## config.mk

```make
export PLATFORM = sky130hd
export DESIGN_NAME = buffer_writer
export DESIGN_NICKNAME = d
export VERILOG_FILES = /design/src/rtl/buffer_writer_pkg.sv /design/src/rtl/wrap_addr_counter.sv /design/src/rtl/buffer_writer.sv
export SDC_FILE = /design/constraint.sdc
export NUM_CORES = 1
export LEC_CHECK = 0
export BUFFER_PORTS_ARGS = -buffer_cell sky130_fd_sc_hd__buf_2
export CORE_MARGIN = 2
export CORE_UTILIZATION = 50
export CTS_CLUSTER_DIAMETER = 150
export CTS_CLUSTER_SIZE = 14
export DETAILED_ROUTE_END_ITERATION = 12
export GPL_TIMING_DRIVEN = 0
export MAX_ROUTING_LAYER = met4
export PLACE_DENSITY = 0.82
export SLEW_MARGIN = 20
export SYNTH_ARGS = -nofsm -noshare
export SYNTH_HDL_FRONTEND = slang
export SYNTH_SLANG_ARGS = --single-unit
```

## constraint.sdc

```tcl
create_clock -name clk -period 3.3 [get_ports clk]
set_clock_uncertainty 0.15 [all_clocks]
set_input_delay 0.165 -clock clk [delete_from_list [all_inputs] [get_ports clk]]
set_output_delay 0.165 -clock clk [all_outputs]
set_load 0.1 [all_outputs]
```

## src/rtl/buffer_writer_pkg.sv

```systemverilog
`default_nettype none
// +----------------------------------------------------------------------+
// | Module   : buffer_writer_pkg                                          |
// | Purpose  : Shared state type and default sizes for buffer_writer.    |
// | Revision : 1.0 - initial release                                     |
// +----------------------------------------------------------------------+
package buffer_writer_pkg;

    // FILL: accepting samples into the RAM; DONE: frame frozen awaiting release.
    typedef enum logic [0:0] {
        FILL = 1'b0,
        DONE = 1'b1
    } bw_state_t;

    localparam int BW_DEPTH  = 32;
    localparam int BW_ADDR_W = 5;
    localparam int BW_DATA_W = 24;
    localparam int BW_FCNT_W = 8;

endpackage : buffer_writer_pkg
`default_nettype wire

```

## src/rtl/wrap_addr_counter.sv

```systemverilog
`default_nettype none
// +----------------------------------------------------------------------+
// | Module   : wrap_addr_counter                                          |
// | Purpose  : ADDR_W-bit write pointer with increment enable, async      |
// |            active-low clear and a terminal-count flag at DEPTH-1.     |
// |            DEPTH is a power of two, so the natural binary rollover    |
// |            provides the wrap to zero.                                 |
// | Revision : 1.0 - initial release                                     |
// +----------------------------------------------------------------------+
module wrap_addr_counter #(
    parameter int DEPTH  = 32,
    parameter int ADDR_W = 5
) (
    input  logic              clk,
    input  logic              reset,
    input  logic              i_inc,
    output logic [ADDR_W-1:0] o_count,
    output logic              o_tc
);

    localparam logic [ADDR_W-1:0] c_last = ADDR_W'(DEPTH - 1);

    logic [ADDR_W-1:0] r_count;

    // Pointer register: advance by one per enabled cycle, rolling over at DEPTH.
    always_ff @(posedge clk or negedge reset) begin
        if (!reset) begin
            r_count <= '0;
        end else if (i_inc) begin
            r_count <= r_count + ADDR_W'(1);
        end
    end

    assign o_count = r_count;
    assign o_tc    = (r_count == c_last);

endmodule : wrap_addr_counter
`default_nettype wire

```

## src/rtl/buffer_writer.sv

```systemverilog
`default_nettype none
// +----------------------------------------------------------------------+
// | Module   : buffer_writer                                              |
// | Purpose  : Fills a DEPTH-entry sample RAM from a valid/ready stream,  |
// |            raises write_done after the last word and holds the frame  |
// |            until the downstream wait stage returns waited.            |
// | Options  : BUFFER_WRITER_OVERFLOW_EN - build the sticky overflow flag |
// |            for samples offered while the frame is frozen.             |
// | Revision : 1.0 - initial release                                     |
// +----------------------------------------------------------------------+
module buffer_writer
    import buffer_writer_pkg::*;
#(
    parameter int DEPTH  = BW_DEPTH,
    parameter int ADDR_W = BW_ADDR_W,
    parameter int DATA_W = BW_DATA_W,
    parameter int FCNT_W = BW_FCNT_W
) (
    input  logic              clk,
    input  logic              reset,
    input  logic              in_valid,
    input  logic [DATA_W-1:0] in_data,
    output logic              in_ready,
    input  logic              waited,
    output logic              wr_en,
    output logic [ADDR_W-1:0] wr_addr,
    output logic [DATA_W-1:0] wr_data,
    output logic              write_done,
    output logic [FCNT_W-1:0] frame_cnt,
    output logic              overflow
);

    bw_state_t         r_state;
    bw_state_t         w_state_next;
    logic              w_accept;
    logic              w_last;
    logic [ADDR_W-1:0] w_ptr;
    logic              w_ptr_tc;
    logic              r_wr_en;
    logic [ADDR_W-1:0] r_wr_addr;
    logic [DATA_W-1:0] r_wr_data;
    logic [FCNT_W-1:0] r_frame_cnt;

    assign in_ready = (r_state == FILL);
    assign w_accept = in_valid & in_ready;
    assign w_last   = w_accept & w_ptr_tc;

    wrap_addr_counter #(
        .DEPTH  (DEPTH),
        .ADDR_W (ADDR_W)
    ) u_ptr (
        .clk     (clk),
        .reset   (reset),
        .i_inc   (w_accept),
        .o_count (w_ptr),
        .o_tc    (w_ptr_tc)
    );

    // State register.
    always_ff @(posedge clk or negedge reset) begin
        if (!reset) begin
            r_state <= FILL;
        end else begin
            r_state <= w_state_next;
        end
    end

    // Next state: freeze after the final word, rearm on waited seen in DONE only.
    always_comb begin
        w_state_next = r_state;
        case (r_state)
            FILL:    if (w_last) w_state_next = DONE;
            DONE:    if (waited) w_state_next = FILL;
            default: w_state_next = FILL;
        endcase
    end

    // Write port: one registered strobe per accepted word; address/data hold otherwise.
    always_ff @(posedge clk or negedge reset) begin
        if (!reset) begin
            r_wr_en   <= 1'b0;
            r_wr_addr <= '0;
            r_wr_data <= '0;
        end else begin
            r_wr_en <= w_accept;
            if (w_accept) begin
                r_wr_addr <= w_ptr;
                r_wr_data <= in_data;
            end
        end
    end

    // Completed-frame counter, bumped alongside the final write; wraps naturally.
    always_ff @(posedge clk or negedge reset) begin
        if (!reset) begin
            r_frame_cnt <= '0;
        end else if (w_last) begin
            r_frame_cnt <= r_frame_cnt + FCNT_W'(1);
        end
    end

`ifdef BUFFER_WRITER_OVERFLOW_EN
    logic r_overflow;

    // Sticky flag for any sample offered while the frame is frozen.
    always_ff @(posedge clk or negedge reset) begin
        if (!reset) begin
            r_overflow <= 1'b0;
        end else if ((r_state == DONE) && in_valid) begin
            r_overflow <= 1'b1;
        end
    end

    assign overflow = r_overflow;
`else
    assign overflow = 1'b0;
`endif

    assign wr_en      = r_wr_en;
    assign wr_addr    = r_wr_addr;
    assign wr_data    = r_wr_data;
    // Decoded straight from the state flop, so no input reaches it combinationally.
    assign write_done = (r_state == DONE);
    assign frame_cnt  = r_frame_cnt;

endmodule : buffer_writer
`default_nettype wire
```

Yosys cells after proc, flatten, opt, wreduce, memory -nomap -nowiden --
Index checks and enable logic that the tools add are counted.
Word-level totals: flip-flop bits (word level) 44, bits of input ports 28, output and inout bits 41, logic and storage cells 15
Cells by class: mux-type cells 3, $add $sub $neg 2, eq/ne operators 1, bitwise operators 3
Operators with widths (count):
- 8-bit by 1-bit adder with 8-bit output (second input constant) | 1
- 5-bit by 1-bit adder with 5-bit output (second input constant) | 1
- 5-bit equality test (second input constant) | 1
- 1-bit AND | 2
- 1-bit two-way mux | 2
- 1-bit one-hot mux with 2 select lines | 1
- 1-bit NOT | 1

Depth between registers and ports, before layout --
Gate-level depths: netlist of the first run.
depth in word-level cells 5, gate-level depth with buffers 6, mapped depth without buffers 6

Modules after synthesis --
Synthesis of the first run repeated with hierarchy kept, for this count alone.
Second synthesis, totals: cell total of the unflattened synthesis 172, area total of the unflattened synthesis 1732.9 sq um
By module, submodules not included:
- buffer_writer | sequential area each 975.9 sq um, area each 1517.7 sq um, cells an instance 157, instances 1
- wrap_addr_counter | sequential area each 125.1 sq um, area each 215.2 sq um, cells an instance 15, instances 1

Least setup slack after synthesis of the first run --
No wires, ideal clock.
path type reg2reg, start point register r_state, in the netlist write_done, end point register r_state, in the netlist write_done, arrival time 1.928 ns, slack 1.128 ns, buffers on the path 0, required time 3.056 ns, clock period less this slack 2.172 ns, cell stages (with the launch flop) 3, library setup time 0.094 ns, cell sequence dfrtp_1 -> inv_1 -> o21ai_0
On the way: cells in the longest elaborated chain, start to end 5
RTL lines:
- from (decl) | RTL line buffer_writer.sv:33 | bw_state_t r_state;
- from (signal assigned) | RTL line buffer_writer.sv:64 | r_state <= w_state_next;
- 1-bit NOT (*) | RTL line buffer_writer.sv:44 | assign in_ready = (r_state == FILL);
- net in_ready | RTL line buffer_writer.sv:23 | output logic in_ready,
- 1-bit AND | RTL line buffer_writer.sv:45 | assign w_accept = in_valid & in_ready;
- 1-bit AND | RTL line buffer_writer.sv:46 | assign w_last = w_accept & w_ptr_tc;
- 1-bit two-way mux | RTL line buffer_writer.sv:72 | FILL: if (w_last) w_state_next = DONE;
- 1-bit one-hot mux with 2 select lines (*) | RTL line buffer_writer.sv:71 | case (r_state)
- net w_state_next | RTL line buffer_writer.sv:34 | bw_state_t w_state_next;
The timed path passes the listed nets; every way through them passes the cells marked *. A chain may end at the register's enable or synchronous reset.

Worst setup path after layout of the first run --
start point register u_ptr.r_count[0], in the netlist u_ptr.o_count[0], end point register r_frame_cnt[1], in the netlist frame_cnt[1]
On the way: cells in the longest elaborated chain, start to end 2
RTL lines:
- from (decl) | RTL line wrap_addr_counter.sv:23 | logic [ADDR_W-1:0] r_count;
- from (signal assigned) | RTL line wrap_addr_counter.sv:30 | r_count <= r_count + ADDR_W'(1);
- 5-bit equality test | RTL line wrap_addr_counter.sv:35 | assign o_tc = (r_count == c_last);
- 1-bit AND | RTL line buffer_writer.sv:46
- to (signal assigned) | RTL line buffer_writer.sv:98 | r_frame_cnt <= r_frame_cnt + FCNT_W'(1);
- to (decl) | RTL line buffer_writer.sv:42 | logic [FCNT_W-1:0] r_frame_cnt;
Every way passes these cells.

==> out/qor.yml, run 1 <==
ys_seq_area_frac: 0.630
syn_to_final_growth_pct: 41.2
synth.distinct_cells: 20
layout_commonest_cell: "buf_2"
period_share: 0.575
synthCells: 112
design.core.area_sq_mm: 0.00334
rsz0062_at_grt: "no"
diodes: 0
end_kind: "flop"
layout_common_cells: "buf_2 (67), dfrtp_1 (44), mux2_2 (30), dlygate4sd3_1 (26)"
max_freq_ghz: 0.527
cts_tree: "built"
fillers: 225
overflow: 0
rrSetupSlack_ns: 1.40
syn-mean-instance-area_sq_um: 15.6
critPathMaxStageDelay_ns: 0.45
cp_max_fo: 6
peakVddDrop_uv: 500
nets: 243
fin_tns_setup_ns: 0
die_area_sq_mm: 0.00398
busiest_layer: "met2"
first_pass_iters: 3
cp-start-kind: "flop"
path_clk_slew_ns: 0.13
grt_pass1_wl_microns: 5830
via_per_inst: 4.78
final_layout_size_suffix_gt1_frac: 0.535
grt_util_met1: 0.215
path_cells: "ha_1 -> and3_1 -> ha_1 -> nand3b_1 -> mux2_2"
maxSlewHeadroom: 0.389
synth_seq_cells: 44
p_leak_nw: 1.23
path_class: "flop to flop"
synth_top_flop_cell: "dfrtp_1"
hpwl_microns: 2230
critical_path_required_ns: 3.39
cts_buffers: 5
hold_class: "input port to flop"
slowest_stage: "dfrtp_1"
grt_pass1_vias: 1301
cts.sinks: 44
finalWirelength_microns: 3520
cpMostUsedCell: "ha_1"
vias: 1238
drc: 0
clock-root-buffer: "clkbuf_4"
status: "finished clean"
cp.arrival_ns: 1.99
post-route-util: 0.739
clk_path_buf_depth: 2
use_met2: 0.351
grt_max_degree: 45
ios: 69
grt_usage: 0.197
routedWlPerCell_microns: 13.6
synth_edf_count: 0
min_period_ns: 1.90
fp.dieH_microns: 63.1
die_w_microns: 63.1
yosys_warnings: 0
htreeDepth: 2
synth_area_sq_mm: 0.00175
power.density_mw_per_mm2: 822
finalSetupViolCount: 0
globalplace.congestion: 0.714
worst_pin_slew_ns: 0.917
async_flop_share: 1.00
initial_core_util: 0.524
io_buffers: 67
rows: 21
maxCapViolCount: 0
hold_viol: 0
grtUsageMet3: 0.0357
antenna_found_initial: 0
clock_latency_ns: 0.35
antenna_left: 0
syn-num-nets: 143
drv_slew: 0
drtIter0Drc: 30
## what timing repair did
| item | CTS | global route |
|---|---|---|
| setup buffers | 0 | 0 |
| gates resized for setup | 0 | 0 |
| hold endpoints to repair | 69 | 0 |
| hold buffers | 26 | 0 |
## flip-flops by register name, summed over array words and instances (netlist names)
signal         cells
frame_cnt          8
u_ptr.o_count      5
wr_addr            5
wr_data           24
wr_en              1
write_done         1
## through the flow
step / total power, W / setup WS (ns) / std cells / cell area, sq um / hold WS (ns)
finish: 0.00203 / 1.40 / 259 / 2470 / 0.109
global route: 0.00212 / 1.25 / 259 / 2470 / 0.102
CTS: 0.00204 / 1.40 / 259 / 2470 / 0.0898
detailed placement: 0.00174 / 1.42 / 225 / 2140 / 0.197
global placement: 0.00172 / 1.46 / 225 / 2140 / 0.190
floorplan: 0.00157 / 1.13 / 112 / 1750 / -0.281
## synthesized netlist by cell type (all sizes together), types with 2 or more instances
| library cell | n | area [sq um] |
|---|---|---|
| nor3 | 2 | 10.0 |
| buf | 5 | 52.6 |
| xnor2 | 5 | 43.8 |
| mux2 | 32 | 368 |
| and3 | 2 | 12.5 |
| xor2 | 5 | 43.8 |
| nand2 | 2 | 7.51 |
| dfrtp | 44 | 1100 |
| ha | 3 | 37.5 |
| nand4 | 2 | 12.5 |
| nand3 | 3 | 15.0 |
## kinds of logic after synthesis
logic type                 count (synthesis)  synth area share
AOI/OAI and AO/OA                          1           0.00286
xor gates and xnor gates                  10            0.0501
adders and majority gates                  3            0.0215
buffers and inverters                      6            0.0322
DFF                                       44             0.630
muxes                                     32             0.210
other                                      1           0.00215
and+or+nand+nor                           15            0.0508
## power breakdown
group	internal (W)	switching, W
logic	0.000220	0.000793
registers	0.000658	0.0000840
clock network	0.000104	0.000169
## path summary, 6_finish.rpt
check	from	endpoint	cells past startpoint
max	u_ptr.o_count[0]$_DFFE_PN0P_	frame_cnt[1]$_DFFE_PN0P_	5
min in group asynchronous	reset	frame_cnt[2]$_DFFE_PN0P_	2
max reg2reg	u_ptr.o_count[0]$_DFFE_PN0P_	frame_cnt[1]$_DFFE_PN0P_	5
max in group asynchronous	reset	wr_data[22]$_DFFE_PN0P_	2
min reg2reg	frame_cnt[7]$_DFFE_PN0P_	frame_cnt[7]$_DFFE_PN0P_	1
min	in_valid	frame_cnt[0]$_DFFE_PN0P_	3
## final cells by class
class | count | area [sq um] | share of cell area
Buffer | 5 | 52.6 | 0.0213
Clock inverter | 2 | 15.0 | 0.00609
Clock buffer | 6 | 51.3 | 0.0208
Multi-Input combinational cell | 62 | 591 | 0.239
Sequential cell | 44 | 1100 | 0.446
Inverter | 1 | 3.75 | 0.00152
Tap cell | 46 | 57.6 | 0.0233
Timing Repair Buffer | 93 | 596 | 0.241
## metal layers
layer,vias up,routed length (microns)
li1,587,-
met1,605,1440
met2,42,1870
met3,4,168
met4,0,41
met5,-,0
## critical path: cells and delay by family, from the launching register on
family	cells	cell delay, ns
flops	1	0.45
fa+ha+maj	2	0.42
simple gates	2	0.40
mux	1	0.37
Power figures use the tool's default switching activity.
==> inputs of run 2 (changes only) <==
--- a/config.mk
+++ b/config.mk
@@ -7,13 +7,13 @@
 export LEC_CHECK = 0
 export BUFFER_PORTS_ARGS = -buffer_cell sky130_fd_sc_hd__buf_2
 export CORE_MARGIN = 2
-export CORE_UTILIZATION = 50
+export CORE_UTILIZATION = 47
 export CTS_CLUSTER_DIAMETER = 150
 export CTS_CLUSTER_SIZE = 14
 export DETAILED_ROUTE_END_ITERATION = 12
 export GPL_TIMING_DRIVEN = 0
 export MAX_ROUTING_LAYER = met4
-export PLACE_DENSITY = 0.82
+export PLACE_DENSITY = 0.78
 export SLEW_MARGIN = 20
 export SYNTH_ARGS = -nofsm -noshare
 export SYNTH_HDL_FRONTEND = slang
==> constraint.sdc (replaced) <==
create_clock -name clk -period 1.8 [get_ports clk]
set_clock_uncertainty 0.15 [all_clocks]
set_input_delay 0.09 -clock clk [delete_from_list [all_inputs] [get_ports clk]]
set_output_delay 0.09 -clock clk [all_outputs]
set_load 0.1 [all_outputs]
==> run 2 against run 1 <==
  * Via count grew 5.1%
  * Critical path type unchanged
  * Clock-buffer cell count grew 1
  * Sequential power grew 83%
  * Total power grew 94%
  * Worst setup slack lost 1.4 ns
  * Combinational power grew 91%
  * Largest power group unchanged
==> out/qor.yml, run 2 (synthesis results as in run 1) <==
status: "finished clean"
grt_util_met1: 0.216  # about the same
worst_pin_slew_ns: 0.930  # +0.0128 ns
antenna_found_initial: 0  # unchanged
clk_path_buf_depth: 2  # unchanged
post-route-util: 0.713  # -0.0260
critical_path_required_ns: 1.83  # -1.56 ns
min_period_ns: 1.77  # -0.129 ns
path_clk_slew_ns: 0.07  # -0.06 ns
clock_latency_ns: 0.29  # -0.06 ns
finalSetupViolCount: 0  # unchanged
diodes: 0  # unchanged
finalWirelength_microns: 3600  # +2.3%
cp-start-kind: "flop"
hold_class: "input port to flop"
largest_register_ff_count: 24  # unchanged
power.density_mw_per_mm2: 1530  # +86%
grt_pass1_vias: 1315  # +1.1%
fp.dieH_microns: 65.0  # +2.9%
period_share: 0.982  # +0.407
busiest_layer: "met2"
peakVddDrop_uv: 971  # +94%
maxCapViolCount: 0  # unchanged
cp_max_fo: 4  # -2
grtUsageMet3: 0.0469  # +0.0112
nets: 246  # +1.2%
first_pass_iters: 2  # -1
grt_usage: 0.189  # -0.00823
htreeDepth: 2  # unchanged
hpwl_microns: 2270  # +1.9%
routedWlPerCell_microns: 13.7  # +0.75%
max_freq_ghz: 0.566  # +7.3%
drtIter0Drc: 39  # +30%
use_met2: 0.321  # -0.0302
maxSlewHeadroom: 0.380  # -0.00856
drv_slew: 0  # unchanged
antenna_left: 0  # unchanged
overflow: 0  # unchanged
io_buffers: 67  # unchanged
critPathMaxStageDelay_ns: 0.40  # -0.05 ns
drc: 0  # unchanged
clock-root-buffer: "clkbuf_8"
fin_tns_setup_ns: 0  # unchanged
cts_buffers: 5  # unchanged
design.core.area_sq_mm: 0.00361  # +8.1%
rrSetupSlack_ns: 0.03  # -1.37 ns
via_per_inst: 4.95  # +3.5%
p_leak_nw: 1.25  # +2.0%
hold_viol: 0  # unchanged
grt_max_degree: 45  # unchanged
grt_pass1_wl_microns: 5840  # +0.24%
path_class: "flop to flop"
cp.arrival_ns: 1.79  # -0.20 ns
rows: 22  # +4.8%
ios: 69  # unchanged
initial_core_util: 0.485  # -0.0391
layout_commonest_cell: "buf_2"
die_area_sq_mm: 0.00422  # +6.0%
die_w_microns: 65.0  # +2.9%
end_kind: "flop"
cts.sinks: 44  # unchanged
syn_to_final_growth_pct: 47.2
vias: 1301  # +5.1%
rsz0062_at_grt: "yes"
path_cells: "ha_2 -> and3_4 -> ha_4 -> nand3b_1 -> mux2_2"
slowest_stage: "dfrtp_1"
cts_tree: "built"
globalplace.congestion: 0.666  # -6.8%
layout_common_cells: "buf_2 (67), dfrtp_1 (40), mux2_2 (30), dlygate4sd3_1 (26), clkbuf_8 (7)"
final_layout_size_suffix_gt1_frac: 0.591  # +0.0555
## run 2: changes by cell type in the layout (fill, tap and decap cells not counted), moves of 2 or more
cell      before  now
clkbuf_4       5    0
dfrtp_1       44   40
nor3_2         0    2
clkbuf_8       1    7
ha_1           3    1
dfrtp_2        0    4
buf_4          1    3
nor3_1         2    0
## run 2: critical path, delay by kind of cell (launching register included)
family | cells | cell delay [ns]
flops | 1 | 0.40
fa+ha+maj | 2 | 0.35
simple gates | 2 | 0.39
mux | 1 | 0.36
## run 2: what timing repair did
action	CTS	global route
cloned	0	0
hold endpoints to repair	69	0
buffers inserted	2	1
setup endpoints to repair	3	4
resized for setup	0	9
hold buffers	26	0
pin swaps	1	3
## run 2: path summary, 6_finish.rpt
check                                        startpoint                        to  cells after the start
hold reg to reg                frame_cnt[7]$_DFFE_PN0P_  frame_cnt[7]$_DFFE_PN0P_                      1
max in group asynchronous                         reset      write_done$_DFF_PN0_                      2
hold / removal                                 in_valid  frame_cnt[2]$_DFFE_PN0P_                      3
setup reg to reg           u_ptr.o_count[1]$_DFFE_PN0P_  frame_cnt[1]$_DFFE_PN0P_                      5
min in group asynchronous                         reset  frame_cnt[3]$_DFFE_PN0P_                      2
setup / recovery           u_ptr.o_count[1]$_DFFE_PN0P_  frame_cnt[1]$_DFFE_PN0P_                      5
## run 2: area by class of cell
type                       instances  area [sq um]
clock buffer                       7          96.3
multi-input combinational         62           628
buffer                             5          52.6
sequential                        44          1110
timing repair buffer              96           622
inverter                           1          7.51
tap                               48          60.1
fill                             259          1030
## run 2: metrics by stage
stage          total power, W  std cells  area, sq um  hold WS, ns  worst slack [ns]
6_report              0.00394        263         2570       0.0981            0.0326
5_1_grt               0.00413        263         2570        0.105           -0.0513
3_5_place_dp          0.00321        227         2150        0.120           -0.0779
3_3_place_gp          0.00317        227         2150        0.111           -0.0467
4_1_cts               0.00392        262         2520        0.100            0.0284
2_1_floorplan         0.00289        112         1760       -0.356           -0.0365
## run 2: power by group
part	switching (W)	total [W]	internal, W
registers	0.000153	0.00136	0.00121
clock network	0.000299	0.000640	0.000341
logic	0.00148	0.00193	0.000451
total	0.00193	0.00394	0.00200
## run 2: metal layers
| metal | share of wire | vias up |
|---|---|---|
| met4 | 0.013 | 0 |
| met2 | 0.51 | 50 |
| met5 | 0 | - |
| met1 | 0.42 | 657 |
| li1 | - | 588 |
| met3 | 0.059 | 6 |
